===== config.mk =====
export PLATFORM = sky130hd
export DESIGN_NAME = enc16_4_queue
export DESIGN_NICKNAME = d
export VERILOG_FILES = /design/src/rtl/enc16_4_queue_pkg.sv /design/src/rtl/enc16_4_queue_prio.sv /design/src/rtl/enc16_4_queue.sv
export SDC_FILE = /design/constraint.sdc
export NUM_CORES = 1
export LEC_CHECK = 0
export CAP_MARGIN = 25
export CORE_MARGIN = 2
export CORE_UTILIZATION = 35
export CTS_BUF_LIST = sky130_fd_sc_hd__clkbuf_8 sky130_fd_sc_hd__clkbuf_16
export DETAILED_ROUTE_END_ITERATION = 6
export PLACE_DENSITY_LB_ADDON = 0.15
export SLEW_MARGIN = 40
export SYNTH_ARGS = -nofsm -noshare
export SYNTH_HDL_FRONTEND = slang
export SYNTH_SLANG_ARGS = --single-unit

===== constraint.sdc =====
create_clock -name Clock -period 3 [get_ports Clock]
set_clock_uncertainty 0.15 [all_clocks]
set_input_delay 0.75 -clock Clock [delete_from_list [all_inputs] [get_ports Clock]]
set_output_delay 0.75 -clock Clock [all_outputs]
set_load 0.02 [all_outputs]

===== src/rtl/enc16_4_queue_pkg.sv =====
// Shared definitions for the 16-to-4 queued encoder.
//   N_REQ / IDX_W : request-line count and index width
//   state_e       : output-register state (EMPTY = no index held, FULL = Y valid)
//   onehot()      : index -> one-hot request vector (bit 0 is the leftmost bit)
package enc_pkg;

  localparam int N_REQ = 16;
  localparam int IDX_W = 4;

  typedef enum logic {
    ST_EMPTY = 1'b0,
    ST_FULL  = 1'b1
  } state_e;

  function automatic logic [0:N_REQ-1] onehot(input logic [IDX_W-1:0] idx);
    logic [0:N_REQ-1] v;
    v      = '0;
    v[idx] = 1'b1;
    return v;
  endfunction

endpackage


===== src/rtl/enc16_4_queue_prio.sv =====
// Rotated priority encoder: returns the first set bit of vector_i found by
// searching upward from start_i, wrapping 15 -> 0.
//   vector_i [0:15] : candidate request bits
//   start_i  [3:0]  : first index examined
//   idx_o    [3:0]  : winning index (0 when none set)
//   any_o           : at least one bit of vector_i is set
module prio_enc16_4
  import enc_pkg::*;
(
  input  logic [0:N_REQ-1] vector_i,
  input  logic [IDX_W-1:0] start_i,
  output logic [IDX_W-1:0] idx_o,
  output logic             any_o
);

  // Linear scan; the 4-bit sum wraps naturally past index 15.
  always_comb begin
    idx_o = '0;
    any_o = 1'b0;
    for (int k = 0; k < N_REQ; k++) begin
      if (!any_o && vector_i[start_i + IDX_W'(k)]) begin
        any_o = 1'b1;
        idx_o = start_i + IDX_W'(k);
      end else begin
        any_o = any_o;
      end
    end
  end

endmodule


===== src/rtl/enc16_4_queue.sv =====
// Sequential 16-to-4 encoder. Request events on W are merged into a pending
// register and issued one index at a time over a Valid/Ready handshake.
//   Clock, Reset   : rising-edge clock, synchronous active-high reset
//   Enable         : gates capture of W (issuing continues regardless)
//   W [0:15]       : request lines, W[i] high = event for index i
//   Ready          : consumer accepts Y when Valid is high
//   Y [3:0], Valid : issued index and its valid flag
//   Pending [0:15] : requests captured but not yet issued
//   Overrun        : one-cycle pulse when a request hit an already-pending bit
// RR selects fixed priority (0, lowest index wins) or round-robin (1).
module enc16_4_queue
  import enc_pkg::*;
#(
  parameter bit RR = 1'b0,
  parameter int N  = 16
)(
  input  logic             Clock,
  input  logic             Reset,
  input  logic             Enable,
  input  logic [0:N-1]     W,
  input  logic             Ready,
  output logic [IDX_W-1:0] Y,
  output logic             Valid,
  output logic [0:N-1]     Pending,
  output logic             Overrun
);

  state_e           state_q, state_d;
  logic [IDX_W-1:0] y_q, y_d;
  logic [IDX_W-1:0] ptr_q, ptr_d;
  logic [0:N_REQ-1] pending_q, pending_d;
  logic             overrun_q, overrun_d;

  logic [IDX_W-1:0] start_s;
  logic [IDX_W-1:0] idx_s;
  logic             any_s;
  logic             load_s;
  logic [0:N_REQ-1] clr_s;
  logic [0:N_REQ-1] set_s;

  // Round-robin resumes one past the last issued index; fixed priority always from 0.
  assign start_s = RR ? (ptr_q + 4'd1) : 4'd0;

  prio_enc16_4 u_prio (
    .vector_i (pending_q),
    .start_i  (start_s),
    .idx_o    (idx_s),
    .any_o    (any_s)
  );

  // Next-state, output reload and pending-vector update.
  always_comb begin
    state_d = state_q;
    y_d     = y_q;
    ptr_d   = ptr_q;
    load_s  = 1'b0;
    case (state_q)
      ST_EMPTY: begin
        if (any_s) begin
          load_s  = 1'b1;
          state_d = ST_FULL;
        end else begin
          state_d = ST_EMPTY;
        end
      end
      ST_FULL: begin
        if (Ready) begin
          if (any_s) begin
            load_s  = 1'b1;
            state_d = ST_FULL;
          end else begin
            state_d = ST_EMPTY;
          end
        end else begin
          state_d = ST_FULL;
        end
      end
      default: state_d = ST_EMPTY;
    endcase

    if (load_s) begin
      y_d   = idx_s;
      ptr_d = idx_s;
    end else begin
      y_d   = y_q;
      ptr_d = ptr_q;
    end

    clr_s = load_s ? onehot(idx_s) : '0;
    set_s = Enable ? W : '0;
    // Set is OR'd after the clear, so a same-cycle re-request survives issue.
    pending_d = (pending_q & ~clr_s) | set_s;
    overrun_d = |(set_s & pending_q & ~clr_s);
  end

  // State and data registers with synchronous reset.
  always_ff @(posedge Clock) begin
    if (Reset) begin
      state_q   <= ST_EMPTY;
      y_q       <= 4'd0;
      ptr_q     <= 4'd15;
      pending_q <= '0;
      overrun_q <= 1'b0;
    end else begin
      state_q   <= state_d;
      y_q       <= y_d;
      ptr_q     <= ptr_d;
      pending_q <= pending_d;
      overrun_q <= overrun_d;
    end
  end

  assign Y       = y_q;
  assign Valid   = (state_q == ST_FULL);
  assign Pending = pending_q;
  assign Overrun = overrun_q;

endmodule


==> reports/qor.csv, run 1 <==
metric,value,unit
cts_buffers,3,
synth-compound-area-share,29.4,%
cp.arrival,2.72,ns
viasPerCell,5.52,
syn_area,1260,um^2
post-route-period-util,90.8,%
vdd_drop_max,0.000250,V
min_path_type,flip-flop to flip-flop,
holdCritStartpoint,Y[1],
syn_inst,170,
diodes,0,
vias,1453,
fillers,338,
critPathKind,flip-flop to flip-flop,
synth_mux_area_share,0,%
synth.top_cells.by_area,"dfxtp_1, nand2_1, nor2_1",
dp_hpwl,3410,um
cts_root_buf,clkbuf_8,
drt-initial-drc-count,74,
post-route-min-period,2.73,ns
yosys.area_share.adder,0,%
grt_pass1_vias,1347,
finalHoldViolations,0,
die_area,4110,um^2
synth_fp_nets,190,
synth_edf_count,0,
rsz0062_at_grt,no,
status,finished clean,
ioPinCount,42,
r2r_end,Overrun,
timing.max_cap.violations,0,
crit_required,2.99,ns
antenna_found_initial,0,
worstHoldEndpoint,Y[1],
fin_cells,263,
tightest_slew,0.475,ns
power.leakage,0.000679,uW
wire_per_inst,16.8,um
clkPwrFrac,29.6,%
yosys_most_used_dff,dfxtp_1,
whs_path_depth,2,
drt-total-wl,4430,um
grt_pass1_wl,6930,um
detail_route.first_pass.iterations,4,
synth.avg_cell_area,7.44,um^2
pwr-share-comb,33.8,%
htreeDepth,1,
yosysMostFrequentCell,nand2_1,
cts.sink_count,22,
crit_path_start_kind,flip-flop,
switching_share,33.8,%
io_buffers,41,
r2r_slack,0.27,ns
async_flop_share,0,%
yosys.area_share.simple,32.2,%
place_inst,259,
grt-ovfl-total,0,
yosys.area.top_type,dfxtp_1,
hold_ws,0.345,ns
synth_xor_area_share,0,%
gp_congestion,0.868,
grt_max_degree,14,
synth_top_family_by_area,simple AND/OR/NAND/NOR gates,
die_y,64.1,um
power_density,526,nW/um^2
synth_top_area_share,34.8,%
cts_tree,built,
cp_max_fo,6,
setup_violations,0,
setup_tns,0,ns
p_int,638,uW
slew_headroom,67.9,%
reg2reg_depth,8,
yosysUniqueCellTypes,36,
core-area,3420,um^2
yosysSeqAreaShare,34.8,%
cts_hold_buf,0,
initial_core_util,37.0,%
clk_pin_slew,0.09,ns
seq_power_share,36.6,%
rows,21,
layout_setup_ws,0.275,ns
final_nets,238,
pre_cts_ws,0.0785,ns
grt_usage,22.0,%
clockBufferDepth,2,
synth_common_cells,"nand2_1, nor2_1, dfxtp_1, a21oi_1, o21ai_0",
r2r-start,Pending[11],
power.net_switching,325,uW
fmax,0.367,GHz
clk_latency,0.27,ns
drive_gt1_share,9.68,%
yosys_warnings,0,
postRouteAntennaNets,0,
area_delta_synth_final,44.8,%
drc,0,
endpoint_kind,flip-flop,
slew_violations,0,
die_x,64.1,um
ys_ff_latch,22,
critical path, stage by stage (launching register included):
cell and delay (ns):
dfxtp_1 0.49, nor2_1 0.10, o311ai_0 0.44, a2bb2oi_2 0.19
or4_1 0.47, o21ai_0 0.25, nor2_1 0.07, a311oi_1 0.29
a41oi_1 0.15
cell type report:
type	count	area [um^2]	share of cell area, %
clock buffers	3	41.3	2.25
clock inverters	1	30.0	1.64
inverters	5	18.8	1.02
multi-input cells	138	781	42.6
flip-flops and latches	22	440	24.0
well taps	46	57.6	3.14
repair buffers	48	463	25.3
what timing repair did:
| item | in CTS | in global routing |
|---|---|---|
| setup buffers | 0 | 0 |
| setup endpoints to repair | 0 | 1 |
| gates resized for setup | 0 | 2 |
cells in the final DEF (no fill, tap or decap), types with 3 or more instances in the layout:
master	n
a211oi_1	3
o21ai_0	13
clkdlybuf4s50_1	41
dfxtp_1	22
a22oi_1	5
inv_1	5
clkbuf_8	3
buf_4	7
a21oi_1	17
nor2_1	27
nand2_1	29
nand2b_1	5
nand3_1	4
power by group through the flow:
stage | logic (uW) | clock network [uW] | registers (uW)
finish | 325 | 285 | 352
global route | 354 | 303 | 357
CTS | 321 | 290 | 352
detailed placement | 318 | 0 | 359
global placement | 322 | 0 | 357
floorplan | 154 | 0 | 383
kinds of logic after synthesis:
family,count (synthesis)
flops,22
compound gates,57
buf+inv,10
simple gates,81
metrics by stage:
stage / util, % / cell area, um^2 / power, uW
2_1_floorplan: - / 1260 / 537
3_3_place_gp: 51.5 / 1760 / 679
3_5_place_dp: 51.5 / 1760 / 677
4_1_cts: 53.6 / 1830 / 963
5_1_grt: 53.6 / 1830 / 1010
6_report: 53.6 / 1830 / 963
registers in the layout, summed over array words and instances, names as in the netlist:
register,flops
Y,4
Overrun,1
Pending,16
Valid,1
per-layer routing:
| metal | up-vias | GRT usage [%] | wire (um) |
|---|---|---|---|
| met3 | 8 | 3.52 | 356 |
| met5 | - | 0 | 0 |
| met2 | 76 | 34.1 | 1970 |
| met1 | 646 | 31.0 | 2050 |
| met4 | 0 | 7.18 | 55 |
| li1 | 723 | - | - |
worst max-delay path by stage:
stage | slack, ns | startpoint | endpoint
2_1_floorplan | 0.48 | Pending[8] | Overrun
3_3_place_gp | 0.14 | Ready | Overrun
3_5_place_dp | 0.08 | Ready | Overrun
4_1_cts | 0.15 | Pending[3] | Overrun
5_1_grt | 0.05 | Pending[10] | Overrun
6_report | 0.27 | Pending[11] | Overrun
(Power assumes the default switching activity.)
==> inputs of run 2 (changes only) <==
Settings changed: CTS_BUF_LIST sky130_fd_sc_hd__clkbuf_8 sky130_fd_sc_hd__clkbuf_16 to unset.
==> reports/qor.csv, run 2 (synthesis gave the netlist of run 1 again) <==
metric,value,unit
postRouteAntennaNets,0,
pre_cts_ws,0.0785,ns
final_nets,238,
post-route-period-util,91.3,%
area_delta_synth_final,43.3,%
antenna_found_initial,0,
tightest_slew,0.456,ns
drive_gt1_share,9.68,%
htreeDepth,1,
r2r_end,Overrun,
cts_hold_buf,0,
crit_required,3.05,ns
critPathTopFamily,compound AO/OA/AOI/OAI gates,
cts_tree,built,
setup_tns,0,ns
cp_max_fo,6,
detail_route.first_pass.iterations,4,
slew_headroom,69.2,%
dp_hpwl,3410,um
io_buffers,41,
grt_pass1_wl,6840,um
critPathMaxStageDelay,0.45,ns
cts.sink_count,22,
fmax,0.365,GHz
timing.max_cap.violations,0,
worstHoldEndpoint,Y[1],
fillers,341,
grt-ovfl-total,0,
final_common_cell,clkdlybuf4s50_1,
min_path_type,flip-flop to flip-flop,
endpoint_kind,flip-flop,
die_x,64.1,um
core-area,3420,um^2
rsz0062_at_grt,no,
final_cell_mix,"clkdlybuf4s50_1, nand2_1, nor2_1",
slew_violations,0,
status,finished clean,
viasPerCell,5.39,
cts_root_buf,clkbuf_4,
rows,21,
vdd_drop_max,0.000239,V
setup_violations,0,
r2r-start,Pending[3],
largest_register_ffs,16,
whs_path_depth,2,
power_density,503,nW/um^2
grt_usage,21.6,%
post-route-min-period,2.74,ns
wire_per_inst,16.6,um
power.leakage,0.000671,uW
crit_top_cell,nor2_1,
finalHoldViolations,0,
layout_setup_ws,0.262,ns
reg2reg_depth,8,
crit_path_start_kind,flip-flop,
die_y,64.1,um
cp.arrival,2.79,ns
clk_pin_slew,0.14,ns
clockBufferDepth,2,
gp_congestion,0.868,
vias,1417,
path_cells,nor2_1 > nand2_1 > a2111oi_1 > nor2_1 > o311ai_1 > o2111ai_1 > nor4_1 > a41oi_1,
path_buf_inv,0,
cts_buffers,3,
final_cell_area,1810,um^2
r2r_slack,0.26,ns
clk_latency,0.32,ns
critPathKind,flip-flop to flip-flop,
ioPinCount,42,
dpl-instance-area,1760,um^2
grt_pass1_vias,1330,
diodes,0,
drt-initial-drc-count,98,
initial_core_util,37.0,%
worst_path_max_delay_cell,a2111oi_1,
grt_max_degree,14,
drc,0,
drt-total-wl,4350,um
holdCritStartpoint,Y[1],
die_area,4110,um^2
run 2: changes by cell type in the layout (fill, tap and decap cells not counted):
| cell | before | now |
|---|---|---|
| clkbuf_4 | 0 | 3 |
| clkbuf_8 | 3 | 0 |
run 2: power breakdown:
part | internal, uW | switching (uW)
Sequential | 318 | 34.5
Combinational | 142 | 183
Clock | 135 | 100
Total | 595 | 317
run 2: timing repair:
item,4_1_cts,5_1_grt
resized for setup,0,2
endpoints found under the setup margin,0,1
endpoints found under the hold margin,0,0
setup buffers,0,0
run 2: per-layer routing:
metal | global-route usage, % | wire length (um) | up-vias
li1 | - | - | 720
met1 | 31.0 | 2120 | 645
met2 | 34.1 | 1960 | 50
met3 | 3.17 | 248 | 2
met4 | 5.05 | 18 | 0
met5 | 0 | 0 | -
run 2: worst max-delay path by stage:
stage	startpoint	end	slack [ns]	depth (start not counted)
4_1_cts	Pending[3]	Overrun	0.15	8
3_5_place_dp	Ready	Overrun	0.08	7
6_report	Pending[3]	Overrun	0.26	8
3_3_place_gp	Ready	Overrun	0.14	7
5_1_grt	Pending[3]	Overrun	0.06	8
2_1_floorplan	Pending[8]	Overrun	0.48	8
run 2: worst register-to-register path, stage by stage, from the launching register on:
cell and delay (ns):
dfxtp_1 0.41, nor2_1 0.26, nand2_1 0.20, a2111oi_1 0.45, nor2_1 0.19, o311ai_1 0.38
o2111ai_1 0.16, nor4_1 0.29, a41oi_1 0.14
run 2: final cells by class:
type                    instances  area, um^2  area share [%]
clock buffers                   3        22.5            1.24
flip-flops and latches         22         440            24.3
well taps                      46        57.6            3.17
repair buffers                 48         463            25.5
clock inverters                 1        30.0            1.66
inverters                       5        18.8            1.04
multi-input cells             138         781            43.1
run 2: metrics by stage:
stage                     hold slack [ns]  power, uW  util, %  cells
after floorplan                     0.410        537        -    170
after global placement              0.332        679     51.5    259
after detailed placement            0.337        677     51.5    259
after CTS                           0.357        914     53.0    263
after global routing                0.378        962     53.1    263
final                               0.353        912     53.1    263
